**src/rtl/cpu_pkg.sv**
```systemverilog
// Shared encodings for the myCPU core: load types, MEM/WB FSM states, reset PC.
package cpu_pkg;

   localparam logic [2:0] LT_LB  = 3'd0;
   localparam logic [2:0] LT_LBU = 3'd1;
   localparam logic [2:0] LT_LH  = 3'd2;
   localparam logic [2:0] LT_LHU = 3'd3;
   localparam logic [2:0] LT_LW  = 3'd4;

   localparam logic [1:0] ST_IDLE  = 2'd0;
   localparam logic [1:0] ST_WAIT  = 2'd1;
   localparam logic [1:0] ST_DRAIN = 2'd2;

   localparam logic [31:0] RESET_PC_DEFAULT = 32'hbfc00000;

endpackage

```
**src/rtl/load_align.sv**
```systemverilog
// Selects the addressed byte/halfword of a load return and sign/zero extends it.
module load_align
   import cpu_pkg::*;
#(
   parameter int DATA_W = 32,
   parameter int LANE_W = 2
) (
   input  logic [DATA_W-1:0] rdata,
   input  logic [LANE_W-1:0] lane,
   input  logic [2:0]        load_type,
   output logic [DATA_W-1:0] result
);

   logic [LANE_W-1:0] w_hlane;
   logic [DATA_W-1:0] w_bsh;
   logic [DATA_W-1:0] w_hsh;

   // Halfword accesses drop the lane LSB; a misaligned address already trapped upstream.
   assign w_hlane = lane & ~LANE_W'(1);
   assign w_bsh   = rdata >> {lane, 3'b000};
   assign w_hsh   = rdata >> {w_hlane, 3'b000};

   always_comb begin
      result = rdata;
      case (load_type)
         LT_LB:   result = {{(DATA_W-8){w_bsh[7]}}, w_bsh[7:0]};
         LT_LBU:  result = {{(DATA_W-8){1'b0}}, w_bsh[7:0]};
         LT_LH:   result = {{(DATA_W-16){w_hsh[15]}}, w_hsh[15:0]};
         LT_LHU:  result = {{(DATA_W-16){1'b0}}, w_hsh[15:0]};
         LT_LW:   result = rdata;
         default: result = rdata;
      endcase
   end

endmodule

```
**src/rtl/mem_wb_stage.sv**
```systemverilog
// MEM->WB pipeline register: holds the stage while a data-SRAM read is outstanding,
// aligns the load return and presents qualified writeback controls to WB.
module mem_wb_stage
   import cpu_pkg::*;
#(
   parameter int               DATA_W   = 32,
   parameter int               REG_AW   = 5,
   parameter logic [DATA_W-1:0] RESET_PC = DATA_W'(RESET_PC_DEFAULT),
   parameter bit               HILO_EN  = 1'b1
) (
   input  logic                clk,
   input  logic                resetn,
   input  logic                in_valid,
   input  logic [DATA_W-1:0]   in_pc,
   input  logic [DATA_W-1:0]   in_aluout,
   input  logic [REG_AW-1:0]   in_writereg,
   input  logic                in_regwrite,
   input  logic                in_memtoreg,
   input  logic [2:0]          in_load_type,
   input  logic                in_hilo_write,
   input  logic [2*DATA_W-1:0] in_hilo,
   input  logic                stall,
   input  logic                flush,
   input  logic [DATA_W-1:0]   mem_rdata,
   input  logic                mem_data_ok,
   output logic                stall_req,
   output logic                out_valid,
   output logic [DATA_W-1:0]   out_pc,
   output logic [DATA_W-1:0]   out_result,
   output logic [REG_AW-1:0]   out_writereg,
   output logic                out_regwrite,
   output logic                out_hilo_write,
   output logic [2*DATA_W-1:0] out_hilo,
   output logic [1:0]          dbg_state
);

   localparam int LANE_W = (DATA_W > 8) ? $clog2(DATA_W/8) : 1;

   logic [1:0]        r_state;
   logic              r_valid;
   logic [DATA_W-1:0] r_pc;
   logic [DATA_W-1:0] r_aluout;
   logic [REG_AW-1:0] r_writereg;
   logic              r_regwrite;
   logic              r_memtoreg;
   logic [2:0]        r_load_type;
   logic [DATA_W-1:0] r_rdata;

   logic              w_capture;
   logic              w_out_valid;
   logic [DATA_W-1:0] w_aligned;

   assign w_capture = (r_state == ST_IDLE) && !flush && !stall;

   always_ff @(posedge clk or negedge resetn) begin
      if (!resetn) begin
         r_state     <= ST_IDLE;
         r_valid     <= 1'b0;
         r_pc        <= RESET_PC;
         r_aluout    <= '0;
         r_writereg  <= '0;
         r_regwrite  <= 1'b0;
         r_memtoreg  <= 1'b0;
         r_load_type <= '0;
         r_rdata     <= '0;
      end else begin
         case (r_state)
            ST_IDLE: begin
               if (flush) begin
                  r_valid <= 1'b0;
               end else if (!stall) begin
                  r_valid     <= in_valid;
                  r_pc        <= in_pc;
                  r_aluout    <= in_aluout;
                  r_writereg  <= in_writereg;
                  r_regwrite  <= in_regwrite;
                  r_memtoreg  <= in_memtoreg;
                  r_load_type <= in_load_type;
                  if (in_valid && in_memtoreg) r_state <= ST_WAIT;
               end
            end
            ST_WAIT: begin
               if (mem_data_ok) begin
                  r_rdata <= mem_rdata;
                  r_state <= ST_IDLE;
                  if (flush) r_valid <= 1'b0;
               end else if (flush) begin
                  r_valid <= 1'b0;
                  r_state <= ST_DRAIN;
               end
            end
            // A flushed load still owns the SRAM response; swallow it before accepting more.
            ST_DRAIN: begin
               if (mem_data_ok) r_state <= ST_IDLE;
            end
            default: r_state <= ST_IDLE;
         endcase
      end
   end

   load_align #(.DATA_W(DATA_W), .LANE_W(LANE_W)) u_load_align (
      .rdata     (r_rdata),
      .lane      (r_aluout[LANE_W-1:0]),
      .load_type (r_load_type),
      .result    (w_aligned)
   );

   assign w_out_valid  = r_valid && (r_state == ST_IDLE);
   assign stall_req    = (r_state != ST_IDLE);
   assign out_valid    = w_out_valid;
   assign out_pc       = r_pc;
   assign out_result   = r_memtoreg ? w_aligned : r_aluout;
   assign out_writereg = r_writereg;
   assign out_regwrite = w_out_valid && r_regwrite;
   assign dbg_state    = r_state;

   generate
      if (HILO_EN) begin : g_hilo
         logic                r_hilo_write;
         logic [2*DATA_W-1:0] r_hilo;

         always_ff @(posedge clk or negedge resetn) begin
            if (!resetn) begin
               r_hilo_write <= 1'b0;
               r_hilo       <= '0;
            end else if (w_capture) begin
               r_hilo_write <= in_hilo_write;
               r_hilo       <= in_hilo;
            end
         end

         assign out_hilo_write = w_out_valid && r_hilo_write;
         assign out_hilo       = r_hilo;
      end else begin : g_no_hilo
         assign out_hilo_write = 1'b0;
         assign out_hilo       = '0;
      end
   endgenerate

endmodule

```
**config.mk**
```make
export PLATFORM = sky130hd
export DESIGN_NAME = mem_wb_stage
export DESIGN_NICKNAME = d
export VERILOG_FILES = /design/src/rtl/cpu_pkg.sv /design/src/rtl/load_align.sv /design/src/rtl/mem_wb_stage.sv
export SDC_FILE = /design/constraint.sdc
export NUM_CORES = 1
export LEC_CHECK = 0
export ABC_AREA = 1
export BUFFER_PORTS_ARGS = -buffer_cell sky130_fd_sc_hd__buf_4
export CAP_MARGIN = 20
export CORE_ASPECT_RATIO = 0.7
export CORE_MARGIN = 8
export CORE_UTILIZATION = 44
export DETAILED_ROUTE_END_ITERATION = 8
export GPL_ROUTABILITY_DRIVEN = 0
export PLACE_DENSITY = 0.78
export SYNTH_ARGS = -nofsm -noshare
export SYNTH_HDL_FRONTEND = slang
export SYNTH_SLANG_ARGS = --single-unit
```
**constraint.sdc**
```tcl
create_clock -name clk -period 1.45 [get_ports clk]
set_clock_uncertainty 0.05 [all_clocks]
set_input_delay 0 -clock clk [delete_from_list [all_inputs] [get_ports clk]]
set_output_delay 0 -clock clk [all_outputs]
set_load 0.1 [all_outputs]
```
==> run metrics <==
total core area=0.01722 sq mm; status=finished with violations; Setup-failing EPs final=207; RSZ-0062 raised after global routing=yes; Startpoint Class=register; chip width=174.9 um; drc violations=0; initial antenna violation count=2; Final Critical Period=2382 ps; sw frac=49.22%; Max Cap Viol=0; CP required=1400 ps; post-layout util=91.90%; Synth top area share=53.06%; register area share after synthesis=56.10%; drt total wl=42.23 mm; Skew-Pair Late Insertion Delay=450 ps; Netlist Area Pre-Place=0.007781 sq mm; HP Class=in -> async; Placement Setup Slack=-121.9 ps; die area=0.02226 sq mm; DRT Pass-1 Iters=7; GRT Resource Usage Total=34.33%; Gate power share=55.8%; starting density of the core=45.20%; Cell Int Power=13.52 mW; worst rel slew slack=38.75%; largest net degree at the start of global routing=44; Root Buffer=clkbuf_16; most common cell after layout, fill and taps aside=buf_4; most frequent cells in the layout=buf_4 (314), dlygate4sd3_1 (176), dfrtp_1 (161); critical path fanouts, max=4; First DRT Iteration DRCs=806; clock share of power=18.3%; CTS Buf Count=17; Routed WL per cell=28.81 um; P_leak=7.537 nW; post-route ant nets=0; dominant cell type by area after synthesis=dfrtp_1; Layout Nets=1397; cell count after synthesis=639; num ports=316; Rows=40; Yosys cell types=26; period utilization=164.3%; top post-synthesis cells by area=dfrtp_1 (53%), mux2_2 (16%), mux2_4 (9.6%), nand2_1 (4.6%), a21oi_1 (3.1%); CTS tree=done; CTS sink count=174; GRT overflow=0; clock transition at the registers of the reported paths=80 ps; NetSw=13.11 mW; syn avg cell area=12.18 sq um; Max VDD drop=1.035 mV; dpl hpwl=19.42 mm; failing checks=setup timing; Final Hold Viols=0; Die H=127.3 um; largest buffer count on any clock path=2; H-tree lvl count=4; vias in the first global route=9235; Worst Path Arrival=2330 ps; Pwr Density=1683 mW/mm^2; Vias/cell=5.669; CP Capture Type=output port; setup ws final=-932.0 ps; layout cells sized above 1=65.21%; fmax=419.8 MHz; synthesis-stage register bit count=174; register share of total power=25.9%; port buffer count=315; Post-Syn Nets=816; Ys Warns=0; vias after detailed routing=8311; pin slew with the least headroom to its limit=917.8 ps; Area Overhead vs Synth=103.3%; Setup CP Type=reg -> out; Slew Limit Fails=0; first-pass GRT wire length=57.80 mm
-- per-layer routing --
metal  part of all wire [%]  wire length [um]  track usage, %
met5                      0                 0               0
met2                     50             21250           60.39
met1                     34             14440           36.77
met3                    9.1              3855           10.39
met4                    6.4              2682           18.64
-- kinds of logic after synthesis --
kind of cell / Yosys count / share of synthesized area [%]
mux: 162 / 25.86
flops: 174 / 56.10
simple gates: 171 / 9.680
buf+inv: 68 / 4.197
compound gates: 64 / 4.165
-- worst max-delay path, cell delays in order (launching register included) --
cell,delay [ps]
dfrtp_1,550
inv_1,170
nand2_4,110
buf_6,110
nand4_1,360
a21oi_4,370
buf_12,210
-- synthesized netlist by cell type --
library cell,number
dfrtp_1,165
mux2_2,112
nand2_1,95
mux2_4,50
a21oi_1,48
inv_1,32
nand3_1,25
nor2_1,22
buf_2,21
or2_2,17
o21ai_0,15
dfstp_2,9
buf_6,6
clkbuf_1,6
nor3_1,3
and3_1,2
nand3b_1,2
a31o_2,1
buf_1,1
clkinv_1,1
inv_2,1
nand2_2,1
nand3_2,1
nand4_1,1
nor2_4,1
nor4_1,1
-- flip-flops by register name, summed over array words and instances (netlist names) --
register,cells
out_writereg,5
r_aluout,32
r_memtoreg,1
out_hilo,64
dbg_state,2
r_load_type,3
out_pc,32
r_valid,1
r_regwrite,1
r_rdata,32
g_hilo.r_hilo_write,1
-- layout make-up --
cell class                      count  area, sq um
Antenna cell                        2        5.005
Clock buffer                       18        429.2
Clock inverter                     14        175.2
Fill cell                         574         1395
Inverter                           34        206.4
Multi-Input combinational cell    400         4198
Sequential cell                   174         4375
Tap cell                          231        289.0
Timing Repair Buffer              593         6143
-- power groups by stage --
stage	clock network (mW)	logic (mW)	registers, mW
floorplan	0	4.82	10.6
global placement	0	11.5	6.64
detailed placement	0	11.6	6.67
CTS	4.81	13.6	6.65
global route	5.12	15.1	6.94
finish	4.88	14.9	6.90
-- per-stage QoR --
step	hold slack, ps	cell area, sq um	power [mW]	setup TNS (ps)	instances
floorplan	-345.6	8299	15.40	-28730	639
global placement	-74.09	11270	18.13	-4833	1200
detailed placement	-76.83	11270	18.29	-7591	1200
CTS	35.19	15330	25.06	-48370	1457
global route	64.19	15820	27.20	-69340	1466
finish	35.55	15820	26.63	-65280	1466
-- path summary, 6_finish.rpt --
| check | start | endpoint | slack (ps) | cells after the start |
|---|---|---|---|---|
| max | r_aluout[0] | out_result[7] | -930 | 6 |
| min | resetn | out_writereg[3] | 40 | 2 |
| max reg2reg | dbg_state[1] | out_hilo[45] | -360 | 6 |
| min reg2reg | out_pc[20] | out_pc[20] | 460 | 1 |
| max in group asynchronous | resetn | r_rdata[12] | 680 | 3 |
| min in group clk | flush | out_pc[17] | 240 | 5 |
-- repair_timing --
action                                 CTS  global route
setup buffers                           24            18
hold buffers                           176             0
cloned                                  25             2
pin swaps                               29            48
endpoints found under the hold margin  339             0
setup endpoints to repair              197           209
resized for setup                      230           115
Note: power is estimated with default switching activity, not from simulation.
